`src/rtl/cva6_ptw_sv32_walker_pkg.sv`:
```
// Shared types for the Sv32 page-table walker: PTE layout, FSM states, TLB update header.
package cva6_ptw_sv32_pkg;

   localparam int unsigned PTE_SIZE_LOG2 = 2;
   localparam int unsigned VPN_W         = 20;
   localparam int unsigned PPN_W         = 22;
   localparam int unsigned PADDR_W       = 34;

   typedef struct packed {
      logic [11:0] ppn1;
      logic [9:0]  ppn0;
      logic [1:0]  rsw;
      logic        d;
      logic        a;
      logic        g;
      logic        u;
      logic        x;
      logic        w;
      logic        r;
      logic        v;
   } pte_t;

   typedef enum logic [2:0] {
      S_IDLE,
      S_L1_REQ,
      S_L1_WAIT,
      S_L0_REQ,
      S_L0_WAIT,
      S_DONE,
      S_FAULT,
      S_DRAIN
   } ptw_state_e;

   // Leading fields of update_o; the ASID and PTE follow in the packed output.
   typedef struct packed {
      logic             valid;
      logic             is_4m;
      logic [VPN_W-1:0] vpn;
   } tlb_update_t;

endpackage

```
`src/rtl/cva6_ptw_sv32_walker_if.sv`:
```
// One-outstanding PTE read port between the walker (master) and the memory arbiter (slave).
interface cva6_ptw_sv32_walker_if;
   import cva6_ptw_sv32_pkg::*;

   logic               mem_req_valid;
   logic               mem_req_ready;
   logic [PADDR_W-1:0] mem_req_addr;
   logic               mem_rsp_valid;
   logic [31:0]        mem_rsp_data;

   modport master (
      output mem_req_valid, mem_req_addr,
      input  mem_req_ready, mem_rsp_valid, mem_rsp_data
   );

   modport slave (
      input  mem_req_valid, mem_req_addr,
      output mem_req_ready, mem_rsp_valid, mem_rsp_data
   );
endinterface

```
`src/rtl/cva6_ptw_sv32_walker_pte_check.sv`:
```
// Combinational Sv32 PTE classification for the level currently being walked.
module ptw_sv32_pte_check
   import cva6_ptw_sv32_pkg::*;
(
   input  pte_t pte_i,
   input  logic level1_i,
   output logic invalid_o,
   output logic leaf_o,
   output logic misaligned_o
);

   logic unused_fields;

   assign invalid_o     = !pte_i.v || (!pte_i.r && pte_i.w);
   assign leaf_o        = pte_i.r || pte_i.x;
   // A 4M superpage must have its low PPN field clear.
   assign misaligned_o  = level1_i && leaf_o && (pte_i.ppn0 != '0);
   assign unused_fields = ^{pte_i.ppn1, pte_i.rsw, pte_i.d, pte_i.a, pte_i.g, pte_i.u};

endmodule

```
`src/rtl/cva6_ptw_sv32_walker.sv`:
```
// Sv32 page-table walker: two-level PTE fetch, emits a one-cycle TLB update or page fault.
module cva6_ptw_sv32_walker
   import cva6_ptw_sv32_pkg::*;
#(
   parameter int unsigned ASID_WIDTH = 9
) (
   input  logic                    clk_i,
   input  logic                    rst_ni,
   input  logic                    flush_i,
   input  logic [PPN_W-1:0]        satp_ppn_i,
   input  logic                    walk_valid_i,
   output logic                    walk_ready_o,
   input  logic [31:0]             walk_vaddr_i,
   input  logic [ASID_WIDTH-1:0]   walk_asid_i,
   cva6_ptw_sv32_walker_if.master  mem,
   output logic [54+ASID_WIDTH-1:0] update_o,
   output logic                    walk_fault_o,
   output logic                    busy_o
);

   ptw_state_e                state_q, state_d;
   logic [VPN_W-1:0]          vpn_q, vpn_d;
   logic [ASID_WIDTH-1:0]     asid_q, asid_d;
   logic [PPN_W-1:0]          ppn_q, ppn_d;
   logic [54+ASID_WIDTH-1:0]  upd_q, upd_d;
   logic                      fault_q, fault_d;

   pte_t        rsp_pte;
   tlb_update_t hdr;
   logic        chk_invalid, chk_leaf, chk_misaligned;
   logic        unused_vaddr;

   assign rsp_pte      = pte_t'(mem.mem_rsp_data);
   assign unused_vaddr = ^walk_vaddr_i[11:0];

   ptw_sv32_pte_check i_pte_check (
      .pte_i        (rsp_pte),
      .level1_i     (state_q == S_L1_WAIT),
      .invalid_o    (chk_invalid),
      .leaf_o       (chk_leaf),
      .misaligned_o (chk_misaligned)
   );

   assign walk_ready_o  = (state_q == S_IDLE) && !flush_i;
   assign busy_o        = (state_q != S_IDLE);
   assign update_o      = upd_q;
   assign walk_fault_o  = fault_q;
   // A flush in a request state drops the request, so valid is withheld even if ready is high.
   assign mem.mem_req_valid = ((state_q == S_L1_REQ) || (state_q == S_L0_REQ)) && !flush_i;
   assign mem.mem_req_addr  = (state_q == S_L0_REQ)
                            ? {ppn_q, vpn_q[9:0], {PTE_SIZE_LOG2{1'b0}}}
                            : {satp_ppn_i, vpn_q[19:10], {PTE_SIZE_LOG2{1'b0}}};

   always_comb begin
      state_d = state_q;
      vpn_d   = vpn_q;
      asid_d  = asid_q;
      ppn_d   = ppn_q;
      upd_d   = '0;
      fault_d = 1'b0;
      hdr     = '0;
      unique case (state_q)
         S_IDLE: begin
            if (walk_valid_i && walk_ready_o) begin
               vpn_d   = walk_vaddr_i[31:12];
               asid_d  = walk_asid_i;
               state_d = S_L1_REQ;
            end
         end
         S_L1_REQ, S_L0_REQ: begin
            if (flush_i) state_d = S_IDLE;
            else if (mem.mem_req_ready) state_d = (state_q == S_L1_REQ) ? S_L1_WAIT : S_L0_WAIT;
         end
         S_L1_WAIT, S_L0_WAIT: begin
            // A response coinciding with the flush is the one DRAIN would wait for, so skip DRAIN.
            if (mem.mem_rsp_valid) begin
               if (flush_i) begin
                  state_d = S_IDLE;
               end else if (chk_invalid || chk_misaligned || (state_q == S_L0_WAIT && !chk_leaf)) begin
                  state_d = S_FAULT;
                  fault_d = 1'b1;
               end else if (chk_leaf) begin
                  state_d   = S_DONE;
                  hdr.valid = 1'b1;
                  hdr.is_4m = (state_q == S_L1_WAIT);
                  hdr.vpn   = vpn_q;
                  upd_d     = {hdr, asid_q, mem.mem_rsp_data};
               end else begin
                  ppn_d   = {rsp_pte.ppn1, rsp_pte.ppn0};
                  state_d = S_L0_REQ;
               end
            end else if (flush_i) begin
               state_d = S_DRAIN;
            end
         end
         S_DONE, S_FAULT: state_d = S_IDLE;
         S_DRAIN: if (mem.mem_rsp_valid) state_d = S_IDLE;
         default: state_d = S_IDLE;
      endcase
   end

   always_ff @(posedge clk_i or negedge rst_ni) begin
      if (!rst_ni) begin
         state_q <= S_IDLE;
         vpn_q   <= '0;
         asid_q  <= '0;
         ppn_q   <= '0;
         upd_q   <= '0;
         fault_q <= 1'b0;
      end else begin
         state_q <= state_d;
         vpn_q   <= vpn_d;
         asid_q  <= asid_d;
         ppn_q   <= ppn_d;
         upd_q   <= upd_d;
         fault_q <= fault_d;
      end
   end

endmodule

```
`src/flat_wrapper.sv`:
```
// flat-port wrapper written by rule: the top's interface ports become plain ports
module cva6_ptw_sv32_walker_flat import cva6_ptw_sv32_pkg::*;
#(
   parameter int unsigned ASID_WIDTH = 9
)
  (clk_i, rst_ni, flush_i, satp_ppn_i, walk_valid_i, walk_ready_o, walk_vaddr_i, walk_asid_i, update_o, walk_fault_o, busy_o, mem_mem_req_valid, mem_mem_req_addr, mem_mem_req_ready, mem_mem_rsp_valid, mem_mem_rsp_data);
  cva6_ptw_sv32_walker_if mem_i ();
  input  logic clk_i;
  input  logic rst_ni;
  input  logic flush_i;
  input  logic [PPN_W-1:0] satp_ppn_i;
  input  logic walk_valid_i;
  output logic walk_ready_o;
  input  logic [31:0] walk_vaddr_i;
  input  logic [ASID_WIDTH-1:0] walk_asid_i;
  output logic [54+ASID_WIDTH-1:0] update_o;
  output logic walk_fault_o;
  output logic busy_o;
  output wire logic [$bits(mem_i.mem_req_valid)-1:0] mem_mem_req_valid;
  output wire logic [$bits(mem_i.mem_req_addr)-1:0] mem_mem_req_addr;
  input wire logic [$bits(mem_i.mem_req_ready)-1:0] mem_mem_req_ready;
  input wire logic [$bits(mem_i.mem_rsp_valid)-1:0] mem_mem_rsp_valid;
  input wire logic [$bits(mem_i.mem_rsp_data)-1:0] mem_mem_rsp_data;
  assign mem_mem_req_valid = mem_i.mem_req_valid;
  assign mem_mem_req_addr = mem_i.mem_req_addr;
  assign mem_i.mem_req_ready = mem_mem_req_ready;
  assign mem_i.mem_rsp_valid = mem_mem_rsp_valid;
  assign mem_i.mem_rsp_data = mem_mem_rsp_data;
  cva6_ptw_sv32_walker #(.ASID_WIDTH(ASID_WIDTH)) u_core (.clk_i(clk_i), .rst_ni(rst_ni), .flush_i(flush_i), .satp_ppn_i(satp_ppn_i), .walk_valid_i(walk_valid_i), .walk_ready_o(walk_ready_o), .walk_vaddr_i(walk_vaddr_i), .walk_asid_i(walk_asid_i), .mem(mem_i), .update_o(update_o), .walk_fault_o(walk_fault_o), .busy_o(busy_o));
endmodule
```
`config.mk`:
```
export PLATFORM = sky130hd
export DESIGN_NAME = cva6_ptw_sv32_walker_flat
export DESIGN_NICKNAME = d
export VERILOG_FILES = /design/src/rtl/cva6_ptw_sv32_walker_pkg.sv /design/src/rtl/cva6_ptw_sv32_walker_if.sv /design/src/rtl/cva6_ptw_sv32_walker_pte_check.sv /design/src/rtl/cva6_ptw_sv32_walker.sv /design/src/flat_wrapper.sv
export SDC_FILE = /design/constraint.sdc
export NUM_CORES = 1
export LEC_CHECK = 0
export BUFFER_PORTS_ARGS = -buffer_cell sky130_fd_sc_hd__buf_2
export CORE_MARGIN = 3
export CORE_UTILIZATION = 30
export DETAILED_ROUTE_END_ITERATION = 16
export GPL_ROUTABILITY_DRIVEN = 1
export PLACE_DENSITY_LB_ADDON = 0.15
export SYNTH_ARGS = -nofsm -noshare
export SYNTH_HDL_FRONTEND = slang
export SYNTH_SLANG_ARGS = --single-unit
```
`constraint.sdc`:
```
create_clock -name clk_i -period 2.75 [get_ports clk_i]
set_clock_uncertainty 0.05 [all_clocks]
set_input_delay 0.825 -clock clk_i [delete_from_list [all_inputs] [get_ports clk_i]]
set_output_delay 0.825 -clock clk_i [all_outputs]
set_load 0.01 [all_outputs]
```
# Word-level counts from Yosys, hierarchy flattened
# Cells that the tools add are included.
dict set report totals {
  wordCells 66
  regBits 118
  out_inout_bits 101
  input_bits 101
}
dict set report classes {
  muxes 21
  n_reduce_logical 25
  n_bitwise 3
  eq_ne 11
}
# op n
set op_table {}
lappend op_table {{63-bit two-way mux} 5}
lappend op_table {{34-bit two-way mux} 1}
lappend op_table {{3-bit two-way mux} 10}
lappend op_table {{3-bit one-hot mux with 5 select lines} 1}
lappend op_table {{3-bit equality test, second input constant} 4}
lappend op_table {{10-bit nonzero test} 1}
lappend op_table {{1-bit logical AND} 7}
lappend op_table {{3-bit by 2-bit equality test with 1-bit output, second input constant} 2}
lappend op_table {{3-bit inequality test, second input constant} 2}
lappend op_table {{2-bit OR reduction} 3}
lappend op_table {{1-bit logical OR} 5}
lappend op_table {{5-bit AND reduction} 1}
lappend op_table {{1-bit zero test} 4}
lappend op_table {{1-bit two-way mux} 4}
lappend op_table {{2-bit inequality test, second input constant} 2}
lappend op_table {{4-bit AND reduction} 1}
lappend op_table {{3-bit by 1-bit equality test with 1-bit output, second input constant} 1}
lappend op_table {{3-bit zero test} 1}
lappend op_table {{1-bit NOT} 3}
lappend op_table {{3-bit nonzero test} 1}
lappend op_table {{2-bit AND reduction} 1}

# Logic depth before layout (Yosys ltp)
dict set report depth {
  word_depth 9
  ltp_mapped 6
  ltp_nobuf 5
}

# By module
# Synthesis repeated with hierarchy kept, for this count alone.
dict set report unflattened {
  hier_cells 347
  area_unflattened_um2 4849.7
}
# module area_per_inst_um2 cells_per_inst n_inst seq_area_each_um2
set modules_own_cells {}
lappend modules_own_cells {cva6_ptw_sv32_walker 4794.6 339 1 2952.8}
lappend modules_own_cells {ptw_sv32_pte_check 55.1 8 1 0.0}

# Least setup slack after synthesis
# No wires, ideal clock.
dict set report synth_timing {
  path_kind {input to register}
  startpoint {in mem_mem_rsp_data[14]}
  endpoint {reg u_core.upd_q[10] (netlist: u_core.update_o[10])}
  required_time_ns 2.633
  path_stages 6
  arrival_time_ns 2.372
  setup_time_ns 0.067
  n_path_buf 1
  path_slack_ns 0.262
  path_cell_list {or4_1 nor4_2 nor2_2 nor3_4 buf_6 and3_1}
}
dict set report synth_via {
  elab_chain_len 8
}
# element line_no
set synth_rtl {}
lappend synth_rtl {{start, declared} flat_wrapper.sv:23} ;# input wire logic [$bits(mem_i.mem_rsp_data)-1:0] mem_mem_rsp_data;
lappend synth_rtl {{10-bit nonzero test} cva6_ptw_sv32_walker_pte_check.sv:17} ;# assign misaligned_o = level1_i && leaf_o && (pte_i.ppn0 != '0);
lappend synth_rtl {{1-bit logical AND} cva6_ptw_sv32_walker_pte_check.sv:17}
lappend synth_rtl {{1-bit logical OR (2 in a row)} cva6_ptw_sv32_walker.sv:79} ;# end else if (chk_invalid || chk_misaligned || (state_q == S_L0_WAIT && !chk_leaf)) begin
lappend synth_rtl {{63-bit two-way mux} cva6_ptw_sv32_walker.sv:79}
lappend synth_rtl {{63-bit two-way mux} cva6_ptw_sv32_walker.sv:77} ;# if (flush_i) begin
lappend synth_rtl {{63-bit two-way mux} cva6_ptw_sv32_walker.sv:76} ;# if (mem.mem_rsp_valid) begin
lappend synth_rtl {{63-bit two-way mux} cva6_ptw_sv32_walker.sv:62} ;# unique case (state_q)
lappend synth_rtl {{via u_core.upd_d[10]} cva6_ptw_sv32_walker.sv:25} ;# logic [54+ASID_WIDTH-1:0] upd_q, upd_d;
lappend synth_rtl {{end signal, assigned} cva6_ptw_sv32_walker.sv:115} ;# upd_q <= upd_d;
lappend synth_rtl {{end, declared} cva6_ptw_sv32_walker.sv:25}
# The timed path passes the listed nets, and every way through them passes these cells.
# A chain may end at the register's enable or synchronous reset.

# Final worst setup path
dict set report layout_timing {
  startpoint {reg u_core.state_q[2]}
  endpoint {out mem_mem_req_addr[15]}
}
dict set report layout_via {
  elab_chain_len 2
}
# element line_no
set layout_rtl {}
lappend layout_rtl {{start, declared} cva6_ptw_sv32_walker.sv:21} ;# ptw_state_e state_q, state_d;
lappend layout_rtl {{start signal, assigned} cva6_ptw_sv32_walker.sv:111} ;# state_q <= state_d;
lappend layout_rtl {{3-bit by 2-bit equality test with 1-bit output} cva6_ptw_sv32_walker.sv:50} ;# assign mem.mem_req_addr = (state_q == S_L0_REQ)
lappend layout_rtl {{34-bit two-way mux} cva6_ptw_sv32_walker.sv:51} ;# ? {ppn_q, vpn_q[9:0], {PTE_SIZE_LOG2{1'b0}}}
lappend layout_rtl {{end, declared} flat_wrapper.sv:20} ;# output wire logic [$bits(mem_i.mem_req_addr)-1:0] mem_mem_req_addr;
# No other way between the ends.

==> results_dict.tcl <==
set metrics [dict create \
    arrival_ps 1720 \
    cts_tree "yes" \
    overflow 0 \
    vias 3556 \
    wl_per_cell_um 16.0 \
    drc_errors 0 \
    swShare_pct 26.7 \
    required_ps 1880 \
    use_met3_pct 5.89 \
    yosys.area.top_type_share_pct 60.9 \
    period_needed_ps 2600 \
    grt_pass1_vias 3778 \
    busiest_layer "met2" \
    cts.clk_slew.worst_paths_ps 50 \
    antenna_found_initial 0 \
    yosysTopAreaCell "dfrtp_1" \
    synth_area_um2 4850 \
    viasPerCell 4.59 \
    h-tree-depth 4 \
    min_path_type "primary input to async pin" \
    path_class "register to output pin" \
    synthTopCellsByArea "dfrtp_1 (61%), mux2_2 (9.8%), mux2_1 (9.5%), and3_1 (7.5%), buf_6 (1.4%)" \
    synth_flop_cell "dfrtp_1" \
    synth-edff-count 0 \
    clkPwrFrac_pct 39.3 \
    port_buffers 187 \
    power.share.sequential_pct 37.1 \
    worstPathMaxFanout 22 \
    synth_xor_area_share_pct 0.181 \
    firstDrtPassIters 4 \
    final_cell_mix "buf_2 (186), dfrtp_1 (118), and3_1 (58)" \
    final_common_cell "buf_2" \
    synth-adder-area-share_pct 0 \
    grt_use_total_pct 14.6 \
    dpl.cell_count 744 \
    dp_hpwl_mm 8.61 \
    synthMuxAreaShare_pct 19.3 \
    fin_crit_sh_pct 94.4 \
    numCtsBuffers 17 \
    dp_slack_ps 7.85 \
    post-cts-setup-buffer-count 0 \
    endpoint_kind "output pin" \
    avgSynthCellArea_um2 13.6 \
    first_iter_violations 155 \
    stdcell_count 775 \
    gp_congestion 0.785 \
    clock_latency_ps 400 \
    seq_area_frac_synth_pct 60.9 \
    groute.layer.met2.usage_pct 24.5 \
    ys_types 45 \
    synthArstFlopShare_pct 100 \
    start_util_pct 31.3 \
    rsz0062_at_grt "no" \
    fin_ws_ps 154 \
    p_leak_nw 3.75 \
    cap_viol_max_count 0 \
    p_per_area_nw_per_um2 885 \
    worst_pin_slew_ps 548 \
    synthSimpleGateAreaFrac_pct 12.2 \
    cts_root_buf "clkbuf_16" \
    ir_worst_vdd_mv 0.562 \
    synth_compound_gate_area_share_pct 3.54 \
    final_nets 653 \
    drv_slew 0 \
    numClockSinks 118 \
    syn_inst 356 \
    ios 202 \
    area_growth_syn_to_layout_pct 39.2 \
    finalSetupTns_ps 0 \
    design_area_um2 6750 \
    core_um2 15500 \
    routed_wl_mm 12.4 \
    ys_ff_latch 118 \
    status "completed" \
    ant_nets 0 \
    synth_top_family_by_area "multiplexers" \
    fmax_ghz 0.385 \
    drive_gt1_share_pct 50.4 \
    cts_max_path_buffers 2 \
    rows 45 \
    comb_power_share_pct 23.6 \
    grtUsageMet1_pct 17.3 \
    hold_viol 0 \
    relSlewSlack_pct 63.4 \
    die_area_um2 17700 \
    grt_max_degree 64 \
    power_mw 5.97 \
    ys_warn_count 0 \
    die_w_um 133 \
    ctsResizeCount 0 \
    cts_hold_buf 0 \
    placed_area_um2 6100 \
    p_switching_mw 1.59 \
    setup_viol 0 \
    start_kind "register" \
    grt_pass1_wl_mm 20.2 \
    p_int_mw 4.38 \
    die_h_um 133 \
    insertedDiodeCount 0 \
]
==> cells in the mapped netlist (all sizes together) (3+ instances only) <==
cell	count
nor3	7
o21ai	6
buf	13
inv	5
mux2	83
clkbuf	14
nor4	3
nand2	3
dfrtp	118
and3	58
a21oi	5
nor2	8
nand3	4
a211oi	3
==> cell families (layout without fill, tap and decap cells) <==
kind of cell | after synthesis | after routing
flops | 118 | 118
xor+xnor | 1 | 1
simple gates | 96 | 96
buf+inv | 32 | 239
mux | 83 | 83
other cells | 1 | 2
compound gates | 25 | 25
==> area by class of cell <==
class,count,area [um^2]
repair buffers,203,1140
flip-flops and latches,118,2950
multi-input cells,207,1730
well taps,211,264
fillers,1495,8740
clock inverters,6,111
clock buffers,25,536
inverters,5,18.8
==> metrics by stage <==
step / hold slack, ps / utilization (%)
global route: 364 / 43.6
detailed placement: 429 / 39.4
global placement: 416 / 39.4
CTS: 367 / 43.6
finish: 367 / 43.6
floorplan: 404 / -
==> final timing paths <==
check | from | to | slack, ps | cells past startpoint
max reg2reg | u_core.state_q[1] | u_core.ppn_q[4] | 710 | 7
min in group clk_i | u_core.asid_q[6] | u_core.asid_q[6] | 440 | 1
max | u_core.state_q[2] | mem_mem_req_addr[15] | 150 | 5
min | rst_ni | u_core.update_o[22] | 370 | 2
min reg2reg | u_core.asid_q[6] | u_core.asid_q[6] | 440 | 1
max in group asynchronous | rst_ni | u_core.update_o[53] | 1960 | 2
==> registers in the layout (all words and copies together), names as in the netlist <==
register / count
u_core.update_o: 63
u_core.ppn_q: 22
u_core.vpn_q: 20
u_core.asid_q: 9
u_core.state_q: 3
u_core.walk_fault_o: 1
==> layer usage <==
metal	share of wire (%)	routed length (um)
met3	7.1	882
met1	42	5170
met5	0	0
met4	1.2	146
met2	50	6230
==> worst max-delay path, stage by stage (launching register included) <==
cell     delay (ps)
dfrtp_1         340
inv_1           110
nand3_2         120
buf_6           240
mux2_2          380
buf_2           140
==> power by group through the flow <==
stage	combinational, mW	clock (mW)	sequential [mW]
floorplan	0.888	0	2.21
global placement	1.40	0	2.24
detailed placement	1.43	0	2.25
CTS	1.43	2.42	2.22
global route	1.57	2.50	2.27
finish	1.41	2.34	2.22
Note: power is estimated with default switching activity, not from simulation.
